**src/rtl/tt_um_4bit_cpu_with_fsm_core.sv**
```systemverilog
// 4-bit accumulator CPU sequenced by a five-state FSM (IDLE, FETCH, EXEC, WB, DONE).
// Latency: A/C are written on the 4th edge of an instruction, counting the IDLE edge that samples go.
// Backpressure: ena=0 freezes FSM and all data state; a held go runs exactly one instruction.
//
// Ports:
//   clk      sole clock, rising edge
//   rst_n    asynchronous reset, active HIGH despite the name
//   ena      global enable; 0 holds FSM, accumulator, carry and latches
//   ui_in    [3:0] operand B, [7:4] unused
//   uio_in   [3:0] opcode, [4] go strobe, [7:5] unused
//   uo_out   [6:0] seven-segment of accumulator (a=bit0..g=bit6), [7] carry flag
//   uio_out  constant 0x00
//   uio_oe   constant 0x00 (all uio pins are inputs)
//
// Build option: define SEG_COMMON_ANODE_EN to invert uo_out[6:0] for
// common-anode displays; uo_out[7] (carry) is never inverted.

module tt_um_4bit_cpu_with_fsm_core (
    input  logic       clk,
    input  logic       rst_n,
    input  logic       ena,
    input  logic [7:0] ui_in,
    input  logic [7:0] uio_in,
    output logic [7:0] uo_out,
    output logic [7:0] uio_out,
    output logic [7:0] uio_oe
);

    typedef enum logic [2:0] {
        S_IDLE  = 3'd0,
        S_FETCH = 3'd1,
        S_EXEC  = 3'd2,
        S_WB    = 3'd3,
        S_DONE  = 3'd4
    } state_t;

    state_t     state, state_nxt;
    logic       go;
    logic       latch_en, exec_en, wb_en;
    logic [3:0] op_q, b_q;
    logic [3:0] res_q, acc;
    logic       car_q, carry;
    logic [3:0] res_c;
    logic       car_c;
    logic [4:0] wide;
    logic [6:0] seg;
    logic       unused_bits;

    assign go          = uio_in[4];
    assign unused_bits = ^{ui_in[7:4], uio_in[7:5]};

    // State register
    always_ff @(posedge clk or posedge rst_n) begin
        if (rst_n) begin
            state <= S_IDLE;
        end else if (ena) begin
            state <= state_nxt;
        end
    end

    // Next-state logic
    always_comb begin
        state_nxt = state;
        case (state)
            S_IDLE:  if (go) state_nxt = S_FETCH;
            S_FETCH: state_nxt = S_EXEC;
            S_EXEC:  state_nxt = S_WB;
            S_WB:    state_nxt = S_DONE;
            S_DONE:  if (!go) state_nxt = S_IDLE;
            default: state_nxt = S_IDLE;
        endcase
    end

    // Output (control strobe) logic; ena gates every strobe so a stall holds data too
    always_comb begin
        latch_en = 1'b0;
        exec_en  = 1'b0;
        wb_en    = 1'b0;
        case (state)
            S_FETCH: latch_en = ena;
            S_EXEC:  exec_en  = ena;
            S_WB:    wb_en    = ena;
            default: ;
        endcase
    end

    // ALU works only from latched opcode/operand, so pins may change after FETCH
    always_comb begin
        res_c = acc;
        car_c = carry;
        wide  = 5'd0;
        case (op_q)
            4'h1: begin res_c = b_q; car_c = 1'b0; end
            4'h2: begin
                wide  = {1'b0, acc} + {1'b0, b_q};
                res_c = wide[3:0];
                car_c = wide[4];
            end
            4'h3: begin
                // bit 4 of the 5-bit difference is the borrow (A < B)
                wide  = {1'b0, acc} - {1'b0, b_q};
                res_c = wide[3:0];
                car_c = wide[4];
            end
            4'h4: begin res_c = acc & b_q; car_c = 1'b0; end
            4'h5: begin res_c = acc | b_q; car_c = 1'b0; end
            4'h6: begin res_c = acc ^ b_q; car_c = 1'b0; end
            4'h7: begin res_c = ~acc;      car_c = 1'b0; end
            4'h8: begin res_c = {acc[2:0], 1'b0}; car_c = acc[3]; end
            4'h9: begin res_c = {1'b0, acc[3:1]}; car_c = acc[0]; end
            4'hA: begin res_c = acc + 4'd1; car_c = (acc == 4'hF); end
            4'hB: begin res_c = acc - 4'd1; car_c = (acc == 4'h0); end
            4'hC: begin res_c = 4'h0;       car_c = 1'b0; end
            default: ;  // 0 and D-F: NOP
        endcase
    end

    // Datapath registers
    always_ff @(posedge clk or posedge rst_n) begin
        if (rst_n) begin
            op_q  <= 4'h0;
            b_q   <= 4'h0;
            res_q <= 4'h0;
            car_q <= 1'b0;
            acc   <= 4'h0;
            carry <= 1'b0;
        end else begin
            if (latch_en) begin
                op_q <= uio_in[3:0];
                b_q  <= ui_in[3:0];
            end
            if (exec_en) begin
                res_q <= res_c;
                car_q <= car_c;
            end
            if (wb_en) begin
                acc   <= res_q;
                carry <= car_q;
            end
        end
    end

    // Hex seven-segment decode, common-cathode polarity
    always_comb begin
        seg = 7'h00;
        case (acc)
            4'h0: seg = 7'h3F;
            4'h1: seg = 7'h06;
            4'h2: seg = 7'h5B;
            4'h3: seg = 7'h4F;
            4'h4: seg = 7'h66;
            4'h5: seg = 7'h6D;
            4'h6: seg = 7'h7D;
            4'h7: seg = 7'h07;
            4'h8: seg = 7'h7F;
            4'h9: seg = 7'h6F;
            4'hA: seg = 7'h77;
            4'hB: seg = 7'h7C;
            4'hC: seg = 7'h39;
            4'hD: seg = 7'h5E;
            4'hE: seg = 7'h79;
            4'hF: seg = 7'h71;
            default: seg = 7'h00;
        endcase
    end

`ifdef SEG_COMMON_ANODE_EN
    assign uo_out = {carry, ~seg};
`else
    assign uo_out = {carry, seg};
`endif

    assign uio_out = 8'h00;
    assign uio_oe  = 8'h00;

endmodule

```
**config.mk**
```make
export PLATFORM = sky130hd
export DESIGN_NAME = tt_um_4bit_cpu_with_fsm_core
export DESIGN_NICKNAME = d
export VERILOG_FILES = /design/src/rtl/tt_um_4bit_cpu_with_fsm_core.sv
export SDC_FILE = /design/constraint.sdc
export NUM_CORES = 1
export LEC_CHECK = 0
export ABC_AREA = 1
export CAP_MARGIN = 20
export CORE_MARGIN = 8
export CORE_UTILIZATION = 57
export CTS_BUF_LIST = sky130_fd_sc_hd__clkbuf_2 sky130_fd_sc_hd__clkbuf_4 sky130_fd_sc_hd__clkbuf_8
export DETAILED_ROUTE_END_ITERATION = 8
export PLACE_DENSITY_LB_ADDON = 0.1
export SLEW_MARGIN = 10
export SYNTH_ARGS = -nofsm -noshare
export SYNTH_HDL_FRONTEND = slang
export SYNTH_SLANG_ARGS = --single-unit
```
**constraint.sdc**
```tcl
create_clock -name clk -period 4 [get_ports clk]
set_clock_uncertainty 0.2 [all_clocks]
set_input_delay 0.6 -clock clk [delete_from_list [all_inputs] [get_ports clk]]
set_output_delay 0.6 -clock clk [all_outputs]
set_load 0.02 [all_outputs]
```
==> qor.csv, run 1 <==
stage,metric,value,unit
status,status,"finished, final reports clean",
timing,Final Hold Viols,0,
place,Placed Cells,362,
place,DPL Wire Length,3810,µm
timing,Final Setup Violations,0,
grt,global-route usage over all layers,17.6,%
synthesis,Mapped Area,2040,µm²
synthesis,Synth async-reset ratio,100,%
worst_setup_path,kind of critical path,reg2out,
drt,ANT nets after route,0,
drt,DRT Pass-1 Iters,4,
floorplan,die width,75.8,µm
worst_setup_path,Worst Path Max Fanout,12,
worst_setup_path,Crit. Startpoint,acc[1],
flow_run,max cap viols,0,
worst_hold_path,Hold Startpoint,res_q[3],
layout,synthesis-to-finish area growth,9.38,%
grt,vias in the first global route,1788,
drt,routed wire length,4800,µm
power_and_ir_drop,PwrDens,847,nW/µm²
drt,routed vias,1944,
floorplan,Ports,43,
worst_setup_path,CP Launch Type,register,
power_and_ir_drop,Leak,1.16,nW
synthesis,#FFs+latches synth,21,
layout,Antenna Cells,0,
timing,RSZ-0062 raised after global routing,false,
floorplan,core footprint,3390,µm²
layout,Nets,362,
worst_setup_path,CP endpoint kind,output pin,
timing,fin crit share,86.4,%
timing,min Tclk post-route,3460,ps
clocking,setup repair bufs after CTS,0,
timing,max frequency,289,MHz
clocking,CTS tree,yes,
synthesis,Synth cell types,31,
worst_hold_path,Worst Hold Class,reg2reg,
layout,post-route insts no fill,366,
grt,initial antenna violation count,0,
timing,setup_tns,0,ps
synthesis,Synthesis Warnings,0,
drt,wire per inst,13.1,µm
drt,Iter 0 DRT Violations,150,
layout,layout cell share with drive strength beyond 1,7.81,%
worst_setup_path,Worst EP required,3200,ps
clocking,cts repair resizes,0,
drt,vias per cell,5.31,
timing,Worst slew margin,49.6,%
synthesis,"Top FF cell, synth",dfrtp_1,
synthesis,Post-synth EDFFs,0,
layout,filler cell count,333,
clocking,clock root buffer,clkbuf_4,
clocking,# H-tree levels,1,
clocking,clock sinks,21,
synthesis,post-synth top area share,25.8,%
grt,largest net degree at the start of global routing,22,
grt,GRT overflow,0,
clocking,cts hold-fix bufs,0,
synthesis,Mapped Cells,302,
power_and_ir_drop,Peak VDD IR,0.368,mV
floorplan,die area,5750,µm²
worst_setup_path,RR Startpoint,acc[0],
grt,first-pass GRT wire length,7860,µm
clocking,clock buffer count from CTS,3,
synthesis,top post-synthesis cells by area,"dfrtp_1 (26%), ha_1 (12%), nand2_1 (11%), nor2_1 (7.5%), buf_4 (6.3%)",
floorplan,# rows,21,
place,PortBufs,19,
clocking,clock buffer depth,2,
place,gpl congestion,0.964,
clocking,Clock transition at path regs,120,ps
clocking,Skew-Pair Late Insertion Delay,300,ps
worst_setup_path,CP arrival,2660,ps
timing,Final Max Slew Viols,0,
floorplan,Initial Utilization,60.2,%
timing,worst-margin pin slew,755,ps
synthesis,sequential-to-total area share from yosys stat,25.8,%
synthesis,Synth area leader,dfrtp_1,
synthesis,Syn Area/Cell,6.76,µm²
floorplan,Die Ht,75.8,µm
drt,DRC viols,0,
==> cell type report <==
| cell class | count | area, µm² | share of cell area, % |
|---|---|---|---|
| Clock buffer | 3 | 22.5 | 1.01 |
| Clock inverter | 1 | 5.00 | 0.224 |
| Inverter | 39 | 146 | 6.56 |
| Multi-Input combinational cell | 237 | 1280 | 57.6 |
| Sequential cell | 21 | 526 | 23.5 |
| Tap cell | 46 | 57.6 | 2.58 |
| Timing Repair Buffer | 19 | 190 | 8.52 |
==> path summary, 6_finish.rpt <==
path	to	slack, ps	cells past startpoint
setup / recovery	uo_out[3]	540	7
hold / removal	res_q[3]	300	2
setup reg to reg	car_q	1190	10
hold reg to reg	res_q[3]	300	2
max in group asynchronous	b_q[1]	2610	2
min in group asynchronous	state[1]	510	2
==> per-stage QoR <==
step	setup slack (ps)	power [mW]	hold WS, ps	instance area [µm²]	util (%)
floorplan	1620	1.40	245	2100	-
global placement	916	1.76	266	2200	65.0
detailed placement	917	1.78	273	2200	65.0
CTS	563	1.89	300	2230	65.9
global route	399	2.09	329	2230	65.9
finish	543	1.89	301	2230	65.9
==> registers in the layout, indices dropped and copies added (netlist names) <==
| register | cells |
|---|---|
| carry | 1 |
| b_q | 4 |
| car_q | 1 |
| acc | 4 |
| state | 3 |
| res_q | 4 |
| op_q | 4 |
==> layout by cell type, fill, tap and decap left out, drive strengths merged, types with 2 or more instances in the layout <==
cell type / n
a21oi: 24
a31oi: 2
clkbuf: 3
clkdlybuf4s50: 19
clkinv: 2
conb: 16
dfrtp: 21
fa: 2
ha: 20
inv: 38
nand2: 69
nand3: 19
nand4: 2
nor2: 45
nor3: 5
o211ai: 4
o21ai: 17
o22ai: 4
or2: 3
==> layer usage <==
metal / global-route usage (%) / up-vias / share of wire, %
met3: 1.97 / 7 / 6.8
met5: 0 / - / 0
met4: 6.82 / 0 / 1.3
met2: 28.2 / 72 / 46
met1: 23.5 / 882 / 46
li1: - / 983 / -
==> synthesized netlist by cell type (4+ instances only) <==
| library cell | instances |
|---|---|
| ha_1 | 20 |
| nand3_1 | 19 |
| inv_1 | 33 |
| buf_4 | 17 |
| nand2_1 | 62 |
| inv_2 | 5 |
| o22ai_1 | 4 |
| o21ai_0 | 16 |
| dfrtp_1 | 21 |
| nand2_2 | 6 |
| nor3_1 | 5 |
| a21oi_1 | 24 |
| o211ai_1 | 4 |
| nor2_1 | 41 |
==> power by group <==
part	internal [mW]	leakage [nW]	switching [mW]
registers	0.310	0.244	0.146
clock network	0.0373	0.0177	0.0626
logic	0.501	0.901	0.833
total	0.848	1.16	1.04
==> kinds of logic after synthesis <==
| family | Yosys count | synth area share [%] |
|---|---|---|
| AOI/OAI and AO/OA | 53 | 14.3 |
| adders and majority gates | 22 | 14.2 |
| buffers and inverters | 59 | 14.0 |
| DFF | 21 | 25.8 |
| muxes | 1 | 0.552 |
| other | 1 | 0.184 |
| and+or+nand+nor | 145 | 30.9 |
==> critical path, cell delays in order (launching register included) <==
cell and delay [ps]:
dfrtp_1 620, inv_1 360, ha_1 380, a21oi_1 60, inv_1 90, a21oi_1 40, a31oi_1 170, clkdlybuf4s50_1 630
Power figures use the tool's default switching activity.
==> run 2, diff against run 1 <==
==> constraint.sdc (replaced) <==
create_clock -name clk -period 4 [get_ports clk]
set_clock_uncertainty 0.2 [all_clocks]
set_input_delay 0.6 -clock clk [delete_from_list [all_inputs] [get_ports clk]]
set_output_delay 0.6 -clock clk [all_outputs]
set_load 0.05 [all_outputs]
==> run 2 against run 1 <==
Effect of this change: global-route usage up 0.14 points; total power up 8.2%; count of clock-buffer cells in the layout unchanged; first-iteration DRC count down 9.3%; largest power group unchanged; sequential cell count unchanged; setup slack worse by 200 ps; utilization unchanged; combinational power up 12%; clock power up 4%; hold slack worse by 8.9 ps; via count down 1.6%; critical path type unchanged; register-to-register slack better by 40 ps.
==> qor.csv, run 2 (same netlist as run 1, synthesis figures left out) <==
stage,metric,value,unit,change
status,status,"finished, final reports clean",,
place,PortBufs,19,,unchanged
worst_setup_path,Worst Path Max Fanout,12,,unchanged
timing,Final Max Slew Viols,0,,unchanged
place,Place WS,713,ps,-205 ps
worst_setup_path,slowest CP cell,clkdlybuf4s50_1,,
floorplan,Ports,43,,unchanged
timing,Worst slew margin,47.1,%,-2.5 points
layout,synthesis-to-finish area growth,9.38,%,unchanged
timing,min Tclk post-route,3660,ps,+202 ps
worst_setup_path,Worst EP required,3200,ps,about the same
clocking,Clock transition at path regs,120,ps,about the same
worst_setup_path,Worst path max stage delay,830,ps,+200 ps
grt,GRT overflow,0,,unchanged
floorplan,core footprint,3390,µm²,unchanged
floorplan,# rows,21,,unchanged
grt,largest net degree at the start of global routing,22,,unchanged
clocking,setup repair bufs after CTS,0,,unchanged
worst_setup_path,sequence of cells on the critical path,"inv_1, ha_1, a21oi_1, inv_1, a21oi_1, a31oi_1, clkdlybuf4s50_1",,
layout,Nets,362,,unchanged
timing,max frequency,273,MHz,-5.5%
clocking,clock root buffer,clkbuf_4,,
layout,filler cell count,340,,+2.1%
place,gpl congestion,0.965,,+0.20%
grt,global-route usage over all layers,17.8,%,+0.14 points
grt,initial antenna violation count,0,,unchanged
layout,most frequent cells in the layout,"nand2_1 (62), nor2_1 (41), inv_1 (33)",,
timing,Final Hold Viols,0,,unchanged
floorplan,Initial Utilization,60.2,%,unchanged
timing,worst-margin pin slew,793,ps,+38.1 ps
clocking,clock buffer depth,2,,unchanged
power_and_ir_drop,Peak VDD IR,0.360,mV,-2.2%
drt,routed wire length,4720,µm,-1.6%
drt,wire per inst,12.9,µm,-1.6%
timing,setup_tns,0,ps,unchanged
timing,Final Setup Violations,0,,unchanged
clocking,# H-tree levels,1,,unchanged
worst_setup_path,CP arrival,2860,ps,+200 ps
grt,first-pass GRT wire length,7900,µm,+0.52%
power_and_ir_drop,PwrDens,916,nW/µm²,+8.2%
worst_hold_path,Worst Hold Class,reg2reg,,
clocking,cts repair resizes,0,,unchanged
floorplan,die width,75.8,µm,unchanged
flow_run,max cap viols,0,,unchanged
layout,"commonest non-fill, non-tap cell in the layout",nand2_1,,
layout,final core utilization,65.9,%,unchanged
clocking,clock sinks,21,,unchanged
drt,DRT Pass-1 Iters,4,,unchanged
drt,Iter 0 DRT Violations,136,,-9.3%
grt,vias in the first global route,1769,,-1.1%
worst_setup_path,CP endpoint kind,output pin,,
layout,layout cell share with drive strength beyond 1,7.81,%,unchanged
layout,Antenna Cells,0,,unchanged
floorplan,Die Ht,75.8,µm,unchanged
place,DPL Wire Length,3760,µm,-1.3%
timing,RSZ-0062 raised after global routing,false,,
worst_setup_path,CP Launch Type,register,,
power_and_ir_drop,Leak,1.16,nW,unchanged
clocking,CTS tree,yes,,
timing,Setup WS post-layout,340,ps,-202 ps
floorplan,die area,5750,µm²,unchanged
worst_setup_path,kind of critical path,reg2out,,
drt,ANT nets after route,0,,unchanged
clocking,Skew-Pair Late Insertion Delay,320,ps,+20 ps
clocking,cts hold-fix bufs,0,,unchanged
drt,DRC viols,0,,unchanged
timing,fin crit share,91.5,%,+5.1 points
drt,routed vias,1912,,-1.6%
clocking,clock buffer count from CTS,3,,unchanged
drt,vias per cell,5.22,,-1.6%
run 2: through the flow:
step | hold WS [ps] | instances | cell area (µm²) | total power [mW]
after CTS | 298 | 366 | 2230 | 2.05
after floorplan | 245 | 317 | 2100 | 1.57
final | 292 | 366 | 2230 | 2.05
after global placement | 266 | 362 | 2200 | 1.92
after detailed placement | 269 | 362 | 2200 | 1.94
after global routing | 334 | 366 | 2230 | 2.26
run 2: per-layer routing:
metal / vias to the layer above / GRT usage [%] / routed length (µm)
li1: 979 / - / -
met1: 854 / 24.6 / 2190
met2: 72 / 27.5 / 2130
met3: 7 / 1.84 / 327
met4: 0 / 6.82 / 70
met5: - / 0 / 0
run 2: power by group:
part	switching, mW	internal (mW)	leakage, nW
clock network	0.0670	0.0375	0.0177
registers	0.145	0.310	0.244
logic	0.988	0.497	0.901
run 2: path summary, 6_finish.rpt:
| path | startpoint | endpoint | slack (ps) | cells past startpoint |
|---|---|---|---|---|
| min | car_q | car_q | 290 | 2 |
| min reg2reg | car_q | car_q | 290 | 2 |
| max reg2reg | acc[0] | car_q | 1230 | 10 |
| min in group asynchronous | rst_n | res_q[0] | 510 | 2 |
| max in group asynchronous | rst_n | state[1] | 2590 | 2 |
| max | acc[1] | uo_out[3] | 340 | 7 |
run 2: final cells by class:
type	count	area, µm²	area share, %
clock buffers	3	22.5	1.01
clock inverters	1	5.00	0.224
inverters	39	146	6.56
multi-input cells	237	1280	57.6
flip-flops and latches	21	526	23.5
repair buffers	19	190	8.52
well taps	46	57.6	2.58
run 2: critical path: cells and delay by family, from the launching register on:
kind / cells / cell delay, ps
AO/OA/AOI/OAI: 3 / 260
adder cells (fa/ha/maj): 1 / 380
buffers and inverters: 3 / 1280
flip-flops: 1 / 620
